`src/rtl/instr_fetch.sv`:
```
// Instruction fetch stage: owns the PC, addresses the synchronous instruction
// ROM, and hands {pc, instruction} pairs to decode under a valid/stall
// handshake. Redirects flush everything in flight, and a one-entry skid
// buffer keeps the word that returns from the ROM while decode is stalled.
module instr_fetch #(
  parameter logic [31:0] RESET_PC = 32'h0000_0000
) (
  input  logic        clk,
  input  logic        rst,
  input  logic        i_stall,
  input  logic        i_redirect,
  input  logic [31:0] i_redirect_pc,
  output logic [13:0] o_rom_addr,
  input  logic [31:0] i_rom_data,
  output logic        o_valid,
  output logic [31:0] o_pc,
  output logic [31:0] o_instr
);

  // Next PC to issue.
  logic [31:0] pc_q;
  // Request sent to the ROM last cycle; its data is on i_rom_data now.
  logic        pend_v;
  logic [31:0] pend_pc;
  // One-entry buffer for a word that returned while decode was stalled.
  logic        skid_v;
  logic [31:0] skid_pc;
  logic [31:0] skid_instr;

  logic        issue;
  logic        advance;
  logic        skid_fill;
  logic [31:0] issue_pc;

  // Word-align a byte address; the low two bits of a target are ignored.
  function automatic logic [31:0] align_word(input logic [31:0] addr);
    return addr & ~32'd3;
  endfunction

  // Issue decision, ROM address and output-register advance.
  always_comb begin
    issue_pc   = i_redirect ? align_word(i_redirect_pc) : pc_q;
    // A redirect always issues; otherwise issue only when the output register
    // is not being held, which also guarantees the skid and the pending
    // request are never occupied together.
    issue      = !rst && (i_redirect || !(o_valid && i_stall));
    advance    = !o_valid || !i_stall;
    skid_fill  = !i_redirect && pend_v && !advance;
    // The ROM only decodes 14 bits; higher PCs alias into it.
    o_rom_addr = rst ? RESET_PC[13:0] : issue_pc[13:0];
  end

  // ---- stage 0: issue to ROM / stage 1: ROM return to output register ----
  // Control flags, PC and the output register (which also has reset values).
  always_ff @(posedge clk) begin
    if (rst) begin
      pc_q    <= RESET_PC;
      pend_v  <= 1'b0;
      skid_v  <= 1'b0;
      o_valid <= 1'b0;
      o_pc    <= 32'd0;
      o_instr <= 32'd0;
    end else begin
      pend_v <= issue;
      if (issue) begin
        pc_q <= issue_pc + 32'd4;
      end

      if (i_redirect) begin
        // Flush: the pending word and any buffered word belong to the old
        // stream and are dropped; the target was issued this cycle.
        o_valid <= 1'b0;
        skid_v  <= 1'b0;
      end else if (skid_v && advance) begin
        o_valid <= 1'b1;
        o_pc    <= skid_pc;
        o_instr <= skid_instr;
        skid_v  <= 1'b0;
      end else if (pend_v && advance) begin
        o_valid <= 1'b1;
        o_pc    <= pend_pc;
        o_instr <= i_rom_data;
      end else if (pend_v) begin
        skid_v  <= 1'b1;
      end else if (advance) begin
        o_valid <= 1'b0;
      end
    end
  end

  // Datapath registers for the in-flight request and the skid entry.
  always_ff @(posedge clk) begin
    if (issue) begin
      pend_pc <= issue_pc;
    end
    if (skid_fill) begin
      skid_pc    <= pend_pc;
      skid_instr <= i_rom_data;
    end
  end

endmodule

```
`config.mk`:
```
export PLATFORM = sky130hd
export DESIGN_NAME = instr_fetch
export DESIGN_NICKNAME = d
export VERILOG_FILES = /design/src/rtl/instr_fetch.sv
export SDC_FILE = /design/constraint.sdc
export NUM_CORES = 1
export LEC_CHECK = 0
export CAP_MARGIN = 20
export CORE_MARGIN = 2
export CORE_UTILIZATION = 57
export CTS_CLUSTER_SIZE = 40
export DETAILED_ROUTE_END_ITERATION = 12
export PLACE_DENSITY = 0.92
export SYNTH_ARGS = -nofsm -noshare
export SYNTH_HDL_FRONTEND = slang
export SYNTH_SLANG_ARGS = --single-unit
```
`constraint.sdc`:
```
create_clock -name clk -period 11.2 [get_ports clk]
set_input_delay 2.24 -clock clk [delete_from_list [all_inputs] [get_ports clk]]
set_output_delay 2.24 -clock clk [all_outputs]
set_load 0.1 [all_outputs]
```
**After elaboration in Yosys (flattened, before gate mapping)**

Index checks and enable logic that the tools add are counted.

- Bits in registers: 195
- Latch bits: 0
- RAM bits: 0
- Bits in read-only memories: 0
- Bits of input ports: 68
- Output and inout bits: 79
- Memories kept: 0

- $add $sub $neg: 1
- Multipliers: 0
- Divide/modulo/power cells: 0
- Magnitude comparators: 0
- Eq/ne operators: 1
- Shift operators: 0
- Muxes and demuxes: 10
- Bitwise gates (word level): 2
- Reduce and logical (&&, ||, !) cells: 21

Operators by type and width:

| kind | number |
|---|---|
| two-way mux 32 bit | 5 |
| adder 32 x 3 -> 32 bit (second input constant) | 1 |
| two-way mux 14 bit | 1 |
| logical AND 1 bit | 6 |
| logical NOT 1 bit | 6 |
| AND reduction 2 bit | 3 |
| two-way mux 1 bit | 4 |
| != test 3 x 1 -> 1 bit (second input constant) | 1 |
| nonzero test 3 bit | 1 |
| OR reduction 3 bit | 1 |
| logical OR 1 bit | 2 |
| inverter 1 bit | 2 |
| nonzero test 2 bit | 1 |
| OR reduction 2 bit | 1 |

**Longest topological paths before layout**

- Depth after elaboration: 6
- Gate-level depth with buffers: 11

**Worst setup path before layout**

Ideal clock, no wire load.

- Path type: in2out
- From: in i_redirect
- To: out o_rom_addr[11]
- Arrival time: 4.482 ns
- Slack: 4.478 ns
- Stages: 6
- Buffers on the path: 4
- Path through: buf_6 > buf_2 > buf_2 > buf_1 > mux2i_1 > nor2_1

- Cells in the longest elaborated chain, start to end: 2

RTL lines:

| item | line | text |
|---|---|---|
| start: declaration | 11 | `input logic i_redirect,` |
| two-way mux 32 bit | 42 | `issue_pc = i_redirect ? align_word(i_redirect_pc) : pc_q;` |
| two-way mux 14 bit | 50 | `o_rom_addr = rst ? RESET_PC[13:0] : issue_pc[13:0];` |
| end: declaration | 13 | `output logic [13:0] o_rom_addr,` |

Every way passes these cells.

**Worst setup path in the final report**

- From: in i_redirect
- To: out o_rom_addr[8]

Same word-level chain as after synthesis.

==> out/results.ini <==
[status]
status = finished clean

[detailed_routing]
vias_per_cell = 5.84
drc = 0
final_antenna_net_count = 0
wirelength_um = 17900
post_drt_wl_per_cell_um = 17.2
num_vias = 6067
dr.pass1.iters = 6
drtIter0Drc = 513

[hold_path]
min_from = pend_pc[23]
hold_depth = 0
min_to = skid_pc[23]
hp-class = register to register

[global_routing]
grt_pass1_vias = 5609
grt.overflow.total = 0
grt_pass1_wl_um = 28900
grt_usage_pct = 23.0
antenna_found_initial = 0
grt_max_degree = 107

[clocking]
tritoncts = yes
htree_levels = 4
cts_root_buffer = clkbuf_16
clock_sinks = 195
post_cts_buffers = 0
clk-insertion-delay-late_ns = 0.42
clkTransAtPathRegs_ns = 0.07
clockBufferDepth = 2
numCtsBuffers = 17
hold_buffers = 0
cts_resized = 0

[floorplanning]
pin_count = 147
die_area_mm2 = 0.0155
die_width_um = 124
initial_utilization_pct = 59.0
rows = 43
die_height_um = 124
core_mm2 = 0.0140

[sta]
finClkSkew_ns = 0.00871
finalSetupTns_ns = 0
timing.final.crit_share_pct = 60.9
slew_violations = 0
fmax_mhz = 147
timing.hold.ws_ns = 0.450
rsz0062_at_grt = false
relSlewSlack_pct = 29.3
period_needed_ns = 6.82
finalHoldViolations = 0
tightest_slew_ns = 1.06
finalSetupViolations = 0

[synth]
ys_async_sr_fraction_pct = 0
synth_seq_cells = 195
ys_warn_count = 0
syn_area_per_cell_um2 = 11.4
ys_seq_area_share_pct = 58.9
syn_inst = 727
ys.flop_type = dfxtp_1
netlist_area_mm2 = 0.00826
synth.top_cell.area_share_pct = 34.9
synth_top_cell_by_area = edfxtp_1
synth_edf_count = 96
yosys.cell_types.count = 49
synthTopCellsByArea = edfxtp_1 (35%), dfxtp_1 (24%), mux2i_1 (9.5%)
synth_nets = 796

[final_layout]
final_core_util_pct = 73.9
drive_gt1_share_pct = 7.46
final_cells = 1038
stdcell_area_mm2 = 0.0103
nets = 914
area_growth_pct = 25.2
diodes = 0

[place]
placed_cell_area_mm2 = 0.00977
gp_congestion = 0.883
post-place-cells = 1005
place.detailed.hpwl_um = 11900
port_buffers = 144

[worst_setup_path]
path_class = primary input to output port
crit_fanout = 73
start_kind = primary input
worstReg2RegStart = skid_v
reg2reg_depth = 5
rr_endpoint = o_instr[17]
setup.worst_path.end_class = output port
ff2ff_setup_slack_ns = 8.07
cp.arrival_ns = 4.58
required_ns = 8.96

[power_and_ir_drop]
p_leak_nw = 3.54
peakVddDrop_mv = 0.116
cellPowerDensity_mw_per_mm2 = 163

[run]
cap_viol_max_count = 0

[worst max-delay path by stage]
| stage | startpoint | endpoint | cells past startpoint |
|---|---|---|---|
| 4_1_cts | i_redirect | o_rom_addr[4] | 5 |
| 5_1_grt | i_redirect | o_rom_addr[11] | 5 |
| 6_report | i_redirect | o_rom_addr[8] | 5 |
| 3_5_place_dp | i_redirect | o_rom_addr[4] | 5 |
| 3_3_place_gp | i_redirect | o_rom_addr[10] | 5 |
| 2_1_floorplan | i_redirect | o_rom_addr[11] | 6 |
[cell families after synthesis]
logic type	synth area share [%]
AOI/OAI and AO/OA	10.5
adders and majority gates	0.152
DFF	58.9
xor gates and xnor gates	1.38
buffers and inverters	3.47
muxes	11.6
and+or+nand+nor	13.9
[sequential cells by signal, summed over array words and instances (netlist names)]
name        count
o_instr        32
o_pc           32
pc_q           32
pend_pc        32
skid_instr     32
skid_pc        32
o_valid         1
pend_v          1
skid_v          1
[power breakdown]
| part | internal [mW] | switching [mW] | total (mW) |
|---|---|---|---|
| sequential | 0.787 | 0.0213 | 0.808 |
| clock | 0.307 | 0.257 | 0.564 |
| combinational | 0.0900 | 0.222 | 0.312 |
| total | 1.18 | 0.500 | 1.68 |
[placed cells by master, fill, tap and decap left out, types with 4 or more instances in the layout]
cell / synthesis / layout
clkdlybuf4s50_1: 0 / 142
dfxtp_1: 99 / 98
edfxtp_1: 96 / 96
nor2_1: 82 / 81
mux2i_1: 78 / 78
a211oi_1: 72 / 71
nand3_1: 46 / 46
nand2_1: 34 / 34
clkbuf_16: 0 / 17
inv_1: 16 / 16
mux2_2: 16 / 16
o21ai_0: 13 / 13
a21oi_1: 13 / 13
nand4_1: 11 / 11
nand3b_1: 10 / 10
and2_1: 10 / 9
and3_1: 9 / 9
buf_4: 0 / 9
or3_1: 7 / 7
xnor2_1: 7 / 7
xor2_1: 6 / 6
nand4b_1: 5 / 5
a22oi_1: 5 / 5
or4_1: 5 / 5
o31ai_1: 4 / 4
[per-layer routing]
metal | vias to the layer above | GRT usage, % | share of wire [%]
li1 | 2941 | - | -
met1 | 2839 | 32.5 | 44
met2 | 270 | 36.0 | 47
met3 | 17 | 4.81 | 7.6
met4 | 0 | 7.20 | 0.94
met5 | - | 0 | 0
[synthesized netlist by cell type, types with 2 or more instances]
library cell / instances
dfxtp_1: 99
edfxtp_1: 96
nor2_1: 82
mux2i_1: 78
a211oi_1: 72
nand3_1: 46
clkbuf_1: 43
nand2_1: 34
inv_1: 16
mux2_2: 16
a21oi_1: 13
o21ai_0: 13
nand4_1: 11
and2_1: 10
nand3b_1: 10
and3_1: 9
or3_1: 7
xnor2_1: 7
xor2_1: 6
a22oi_1: 5
buf_1: 5
nand4b_1: 5
or4_1: 5
buf_2: 4
o31ai_1: 4
nor3_1: 3
o2111ai_1: 3
a21boi_0: 2
nand3_2: 2
nor2b_1: 2
[stage by stage]
| stage | setup slack, ns | power (mW) |
|---|---|---|
| 2_1_floorplan | 4.48 | 1.04 |
| 3_3_place_gp | 4.42 | 1.13 |
| 3_5_place_dp | 4.40 | 1.13 |
| 4_1_cts | 4.41 | 1.69 |
| 5_1_grt | 4.27 | 1.74 |
| 6_report | 4.38 | 1.68 |
[cell type report]
| cell class | instances | area, µm² |
|---|---|---|
| Clock buffer | 20 | 437 |
| Clock inverter | 12 | 108 |
| Fill cell | 942 | 3650 |
| Inverter | 16 | 60.1 |
| Multi-Input combinational cell | 462 | 3120 |
| Sequential cell | 195 | 4870 |
| Tap cell | 180 | 225 |
| Timing Repair Buffer | 153 | 1520 |
[critical path, cell delays in order]
cell and delay, ns:
buf_2 0.07, buf_4 0.63, mux2i_1 0.29, nor2_1 0.16, clkdlybuf4s50_1 1.15
No activity file was read; power rests on OpenSTA's default activity.
